**src/rtl/blink_burst_gen.sv**
```systemverilog
// blink_burst_gen: NUM_CH independent blink generators sharing one period and
// burst-count configuration bus. Each channel latches its own copy of the
// configuration when started, then alternates ON/OFF phases of H cycles each,
// either forever (burst count 0) or for a finite number of blinks ending with
// a one-cycle done pulse.
//
// Control semantics (per channel n, sampled on every rising edge):
//   i_Stop[n]  : abort to IDLE, highest priority, never produces o_Done.
//   i_Start[n] : (re)start from the beginning of ON with freshly latched
//                configuration, from any state; suppresses a pending o_Done.
//   There is no backpressure: requests are single-cycle and always accepted.
module blink_burst_gen #(
   parameter int NUM_CH   = 4,
   parameter int PERIOD_W = 16,
   parameter int BURST_W  = 4
) (
   input  logic                  i_Clk,
   input  logic                  i_Rst_L,
   input  logic [NUM_CH-1:0]     i_Start,
   input  logic [NUM_CH-1:0]     i_Stop,
   input  logic [PERIOD_W-1:0]   i_Half_Period,
   input  logic [BURST_W-1:0]    i_Burst_Count,
   output logic [NUM_CH-1:0]     o_Toggle,
   output logic [NUM_CH-1:0]     o_Busy,
   output logic [NUM_CH-1:0]     o_Done,
   output logic [2*NUM_CH-1:0]   o_Dbg_State
);

   typedef enum logic [1:0] {
      ST_IDLE = 2'd0,
      ST_ON   = 2'd1,
      ST_OFF  = 2'd2
   } state_e;

   // A zero half-period would never end a phase, so it is promoted to one cycle.
   logic [PERIOD_W-1:0] half_d;
   assign half_d = (i_Half_Period == '0) ? PERIOD_W'(1) : i_Half_Period;

   for (genvar g = 0; g < NUM_CH; g++) begin : g_ch
      state_e              state_q;
      logic [PERIOD_W-1:0] cnt_q;
      logic [PERIOD_W-1:0] half_q;
      logic [BURST_W-1:0]  burst_q;
      logic [BURST_W-1:0]  remain_q;
      logic                toggle_q;
      logic                busy_q;
      logic                done_q;
      logic                phase_end_d;
      logic                last_blink_d;

      // Counter runs 0..H-1, so the compare never needs a wider counter.
      assign phase_end_d  = (cnt_q == half_q - PERIOD_W'(1));
      // Only finite bursts terminate; remaining count 1 means this OFF is the last.
      assign last_blink_d = (burst_q != '0) && (remain_q == BURST_W'(1));

      // Channel FSM with registered toggle/busy/done outputs.
      always_ff @(posedge i_Clk or negedge i_Rst_L) begin
         if (!i_Rst_L) begin
            state_q  <= ST_IDLE;
            cnt_q    <= '0;
            half_q   <= '0;
            burst_q  <= '0;
            remain_q <= '0;
            toggle_q <= 1'b0;
            busy_q   <= 1'b0;
            done_q   <= 1'b0;
         end else begin
            done_q <= 1'b0;
            if (i_Stop[g]) begin
               state_q  <= ST_IDLE;
               cnt_q    <= '0;
               toggle_q <= 1'b0;
               busy_q   <= 1'b0;
            end else if (i_Start[g]) begin
               state_q  <= ST_ON;
               cnt_q    <= '0;
               half_q   <= half_d;
               burst_q  <= i_Burst_Count;
               remain_q <= i_Burst_Count;
               toggle_q <= 1'b1;
               busy_q   <= 1'b1;
            end else begin
               case (state_q)
                  ST_ON: begin
                     if (phase_end_d) begin
                        state_q  <= ST_OFF;
                        cnt_q    <= '0;
                        toggle_q <= 1'b0;
                     end else begin
                        cnt_q <= cnt_q + PERIOD_W'(1);
                     end
                  end
                  ST_OFF: begin
                     if (phase_end_d) begin
                        cnt_q <= '0;
                        if (last_blink_d) begin
                           state_q  <= ST_IDLE;
                           remain_q <= '0;
                           busy_q   <= 1'b0;
                           done_q   <= 1'b1;
                        end else begin
                           if (burst_q != '0) begin
                              remain_q <= remain_q - BURST_W'(1);
                           end
                           state_q  <= ST_ON;
                           toggle_q <= 1'b1;
                        end
                     end else begin
                        cnt_q <= cnt_q + PERIOD_W'(1);
                     end
                  end
                  default: begin
                     state_q  <= ST_IDLE;
                     toggle_q <= 1'b0;
                     busy_q   <= 1'b0;
                  end
               endcase
            end
         end
      end

      assign o_Toggle[g]          = toggle_q;
      assign o_Busy[g]            = busy_q;
      assign o_Done[g]            = done_q;
      assign o_Dbg_State[2*g +: 2] = state_q;
   end

endmodule

```
**config.mk**
```make
export PLATFORM = sky130hd
export DESIGN_NAME = blink_burst_gen
export DESIGN_NICKNAME = d
export VERILOG_FILES = /design/src/rtl/blink_burst_gen.sv
export SDC_FILE = /design/constraint.sdc
export NUM_CORES = 1
export LEC_CHECK = 0
export ABC_AREA = 0
export ABC_CLOCK_PERIOD_IN_PS = 4390
export BUFFER_PORTS_ARGS = -buffer_cell sky130_fd_sc_hd__clkbuf_2
export CORE_UTILIZATION = 50
export CTS_CLUSTER_DIAMETER = 80
export DETAILED_ROUTE_END_ITERATION = 6
export HOLD_SLACK_MARGIN = 0.06
export PLACE_DENSITY = 0.67
export SETUP_SLACK_MARGIN = 0.15
export SKIP_LAST_GASP = 1
export SLEW_MARGIN = 15
export SYNTH_ARGS = -nofsm -noshare
export SYNTH_HDL_FRONTEND = slang
export SYNTH_SLANG_ARGS = --single-unit
```
**constraint.sdc**
```tcl
create_clock -name i_Clk -period 4.39 [get_ports i_Clk]
set_clock_uncertainty 0.15 [all_clocks]
set_input_delay 0.2195 -clock i_Clk [delete_from_list [all_inputs] [get_ports i_Clk]]
set_output_delay 0.2195 -clock i_Clk [all_outputs]
set_load 0.03 [all_outputs]
```
==> flow_metrics.py <==
metrics = {
    "power": {
        "powerDensity_nw_per_um2": 339,
        "power_frac_comb_pct": 19.2,
        "ir_worst_vdd_mv": 0.217,
        "p_sw_share_pct": 31.2,
        "power.total_mw": 4.30,
        "internal_power_mw": 2.96,
        "clock_power_share_pct": 34.8,
        "switchingPower_mw": 1.34,
        "seqPwrFrac_pct": 46.0,
        "leakage_nw": 5.15,
    },
    "finish": {
        "fin_util_pct": 56.0,
        "areaGrowthSynthToFinish_pct": 9.97,
        "antennaDiodeCount": 0,
        "final_cell_area_um2": 12700,
        "num-fill-cells": 2018,
        "post_route_cells_drive_above_1_share_pct": 12.7,
        "layout.nets": 1383,
        "final_cells": 1622,
    },
    "sta": {
        "drv_slew": 0,
        "layout_setup_ws_ns": 0.535,
        "hold_violations": 0,
        "maxSlewHeadroom_pct": 35.8,
        "tightestPinTransition_ns": 0.953,
        "fin_crit_sh_pct": 87.8,
        "fin_setup_tns_ns": 0,
        "fmax_mhz": 259,
        "fin_hold_ws_ns": 0.0876,
        "period_needed_ns": 3.86,
        "rsz0062_at_grt": "false",
        "setup_viol": 0,
    },
    "placement": {
        "pre_cts_ws_ns": 0.717,
        "placed_cells": 1566,
        "place_congestion": 0.893,
        "place_area_um2": 11800,
        "port_buffers": 49,
        "dpl.hpwl_mm": 19.0,
    },
    "route": {
        "num_vias": 9748,
        "ant_nets": 0,
        "drt_pre_antenna_iters": 5,
        "route.detailed.drc": 0,
        "viasPerCell": 6.01,
        "routed_wl_mm": 27.8,
        "wl_per_cell_um": 17.1,
        "drtIter0Drc": 594,
    },
    "synth": {
        "synth_nets": 1356,
        "synth_edf_count": 0,
        "syn_inst": 1298,
        "netlist_top_cells_area": "dfrtp_1, nand2_1, mux2_2",
        "synth_top_area_cell": "dfrtp_1",
        "ys_ff_latch": 180,
        "synth_top_area_share_pct": 39.1,
        "syn-cell-area_um2": 11500,
        "yosysWarningCount": 0,
        "ys_seq_area_share_pct": 39.1,
        "async_flop_share_pct": 100,
        "synth.avg_cell_area_um2": 8.88,
        "ys.flop_type": "dfrtp_1",
        "synth_cell_types": 87,
    },
    "critical_path": {
        "required_ns": 4.62,
        "cp.arrival_ns": 4.08,
        "end_kind": "flop",
        "cp-startpoint": "g_ch[0].half_q[2]$_DFFE_PN0P_",
        "crit_buf_inv": 1,
        "critPathMaxStageDelay_ns": 0.88,
        "cp_cell_sequence": "or3_1, nor2_1, a31oi_1, nor4b_1, nor3_1, or4_1, or2_1, a31oi_1, dlygate4sd3_1",
        "r2r_start": "g_ch[0].half_q[2]$_DFFE_PN0P_",
        "cpMaxStageDelayCell": "or4_1",
        "critPathTopFamily": "simple AND/OR/NAND/NOR gates",
        "cpMostUsedCell": "a31oi_1",
        "crit_path_max_fanout": 21,
        "crit_path_start_kind": "flop",
        "path_class": "reg2reg",
    },
    "grt": {
        "grt_overflow": 0,
        "grt_antenna_before_repair": 0,
        "grt_first_pass_wirelength_mm": 46.0,
        "grt_pass1_vias": 9079,
        "grt_max_degree": 104,
        "track_usage_pct": 24.1,
    },
    "floorplan": {
        "die_w_um": 154,
        "core_um2": 22600,
        "io_pins": 50,
        "start_util_pct": 50.9,
        "fp.dieH_um": 154,
        "die_area_um2": 23700,
        "row_count": 55,
    },
    "outcome": {
        "status": "finished, final reports clean",
    },
    "clock_network": {
        "cts_resized": 0,
        "cts_made_buffers": 17,
        "cts_root_buffer": "clkbuf_16",
        "cts.clk_slew.worst_paths_ns": 0.07,
        "cts_sinks": 180,
        "clockBufferDepth": 2,
        "htreeDepth": 4,
        "clock_latency_ns": 0.43,
        "cts_tree": "yes",
    },
    "worst_hold_path": {
        "holdCritStartpoint": "i_Start[1]",
        "hold_path.class": "in2reg",
    },
    "run": {
        "cap_viol_max_count": 0,
    },
}
[cell usage after synthesis, types with 5 or more instances]
cell type and count:
nor2b_1 10, o21ai_0 60, o31ai_1 8, xnor2_1 50, a21o_1 7, a221o_1 9
nor3_1 47, or2_2 11, mux2_2 47, xor2_1 36, nand2b_1 10, o21ai_1 5
mux2i_1 10, nand3b_1 14, nor4_1 27, and3_1 19, or3_1 30, and2_1 10
a21oi_1 73, o211ai_1 10, and4_1 11, a32o_1 9, a31oi_1 17, or4_1 15
nand3_1 55, a22oi_1 5, buf_2 5, nand4_1 27, inv_1 46, ha_1 28
buf_4 12, nor3b_1 11, nand2_1 152, nor2_1 90, clkbuf_1 48, nor4b_1 5
o21a_1 7, dfrtp_1 180
[path summary, 6_finish.rpt]
check                                                  endpoint  slack (ns)  cells past startpoint
min in group asynchronous          g_ch[0].toggle_q$_DFFE_PN0P_        0.26                      2
max in group asynchronous         g_ch[1].cnt_q[15]$_DFFE_PN0P_        2.93                      3
worst min register to register   g_ch[0].burst_q[2]$_DFFE_PN0P_        0.33                      2
worst min-delay path            g_ch[1].remain_q[3]$_DFFE_PN0P_        0.09                      3
worst max register to register     g_ch[0].toggle_q$_DFFE_PN0P_        0.53                      9
worst max-delay path               g_ch[0].toggle_q$_DFFE_PN0P_        0.53                      9
[layer usage]
metal / part of all wire [%] / global-route usage, % / routed length (um)
met2: 46 / 38.8 / 12600
met4: 2.9 / 8.95 / 794
met1: 47 / 32.3 / 13100
met3: 4.4 / 4.40 / 1210
met5: 0 / 0 / 0
[power by group through the flow]
stage | logic [mW] | clock network [mW] | registers (mW)
finish | 0.825 | 1.50 | 1.98
detailed placement | 0.803 | 0 | 2.00
CTS | 0.825 | 1.52 | 1.98
floorplan | 0.620 | 0 | 1.96
global placement | 0.786 | 0 | 2.00
global route | 0.922 | 1.58 | 2.00
[worst register-to-register path, delay by kind of cell, from the launching register on]
family          cells  cell delay, ns
simple gates        6            2.36
buf+inv             1            0.56
compound gates      2            0.29
flops               1            0.44
[area by class of cell]
cell class                 instances  area, um^2  share of cell area [%]
clock buffer                      20         457                    3.60
clock inverter                    11         104                   0.820
inverter                          46         173                    1.36
multi-input combinational       1000        6520                    51.4
sequential                       180        4500                    35.5
tap                              285         357                    2.81
timing repair buffer              80         562                    4.43
[cell usage in the layout, fill, tap and decap left out, types with 14 or more instances in the layout]
master	n
or3_1	30
inv_1	46
nor4_1	27
mux2_2	47
nor2_1	89
clkbuf_2	48
ha_1	28
nand3b_1	14
dlygate4sd3_1	25
o21ai_0	60
xor2_1	36
nand4_1	27
nand2_1	152
clkbuf_16	17
nand3_1	55
a21oi_1	73
and3_1	19
dfrtp_1	180
xnor2_1	50
a31oi_1	17
nor3_1	47
or4_1	15
[state kept, by name, summed over array words and instances (netlist names)]
| signal | cells |
|---|---|
| g_ch.toggle_q | 4 |
| g_ch.done_q | 4 |
| g_ch.burst_q | 16 |
| g_ch.busy_q | 4 |
| g_ch.cnt_q | 64 |
| g_ch.remain_q | 16 |
| g_ch.half_q | 64 |
| g_ch.state_q | 8 |
[cells by family after synthesis]
kind of cell             after synthesis  share of synthesized area, %
AO/OA/AOI/OAI                        253                          14.3
XOR/XNOR                              86                          6.54
adder cells (fa/ha/maj)               28                          3.04
buffers and inverters                118                          4.56
flip-flops                           180                          39.1
multiplexers                          57                          5.46
AND/OR/NAND/NOR                      576                          27.0
[what timing repair did]
| item | 4_1_cts | 5_1_grt |
|---|---|---|
| hold buffers | 25 | 0 |
| hold endpoints to repair | 177 | 0 |
| setup buffers | 0 | 0 |
Power figures use the tool's default switching activity.
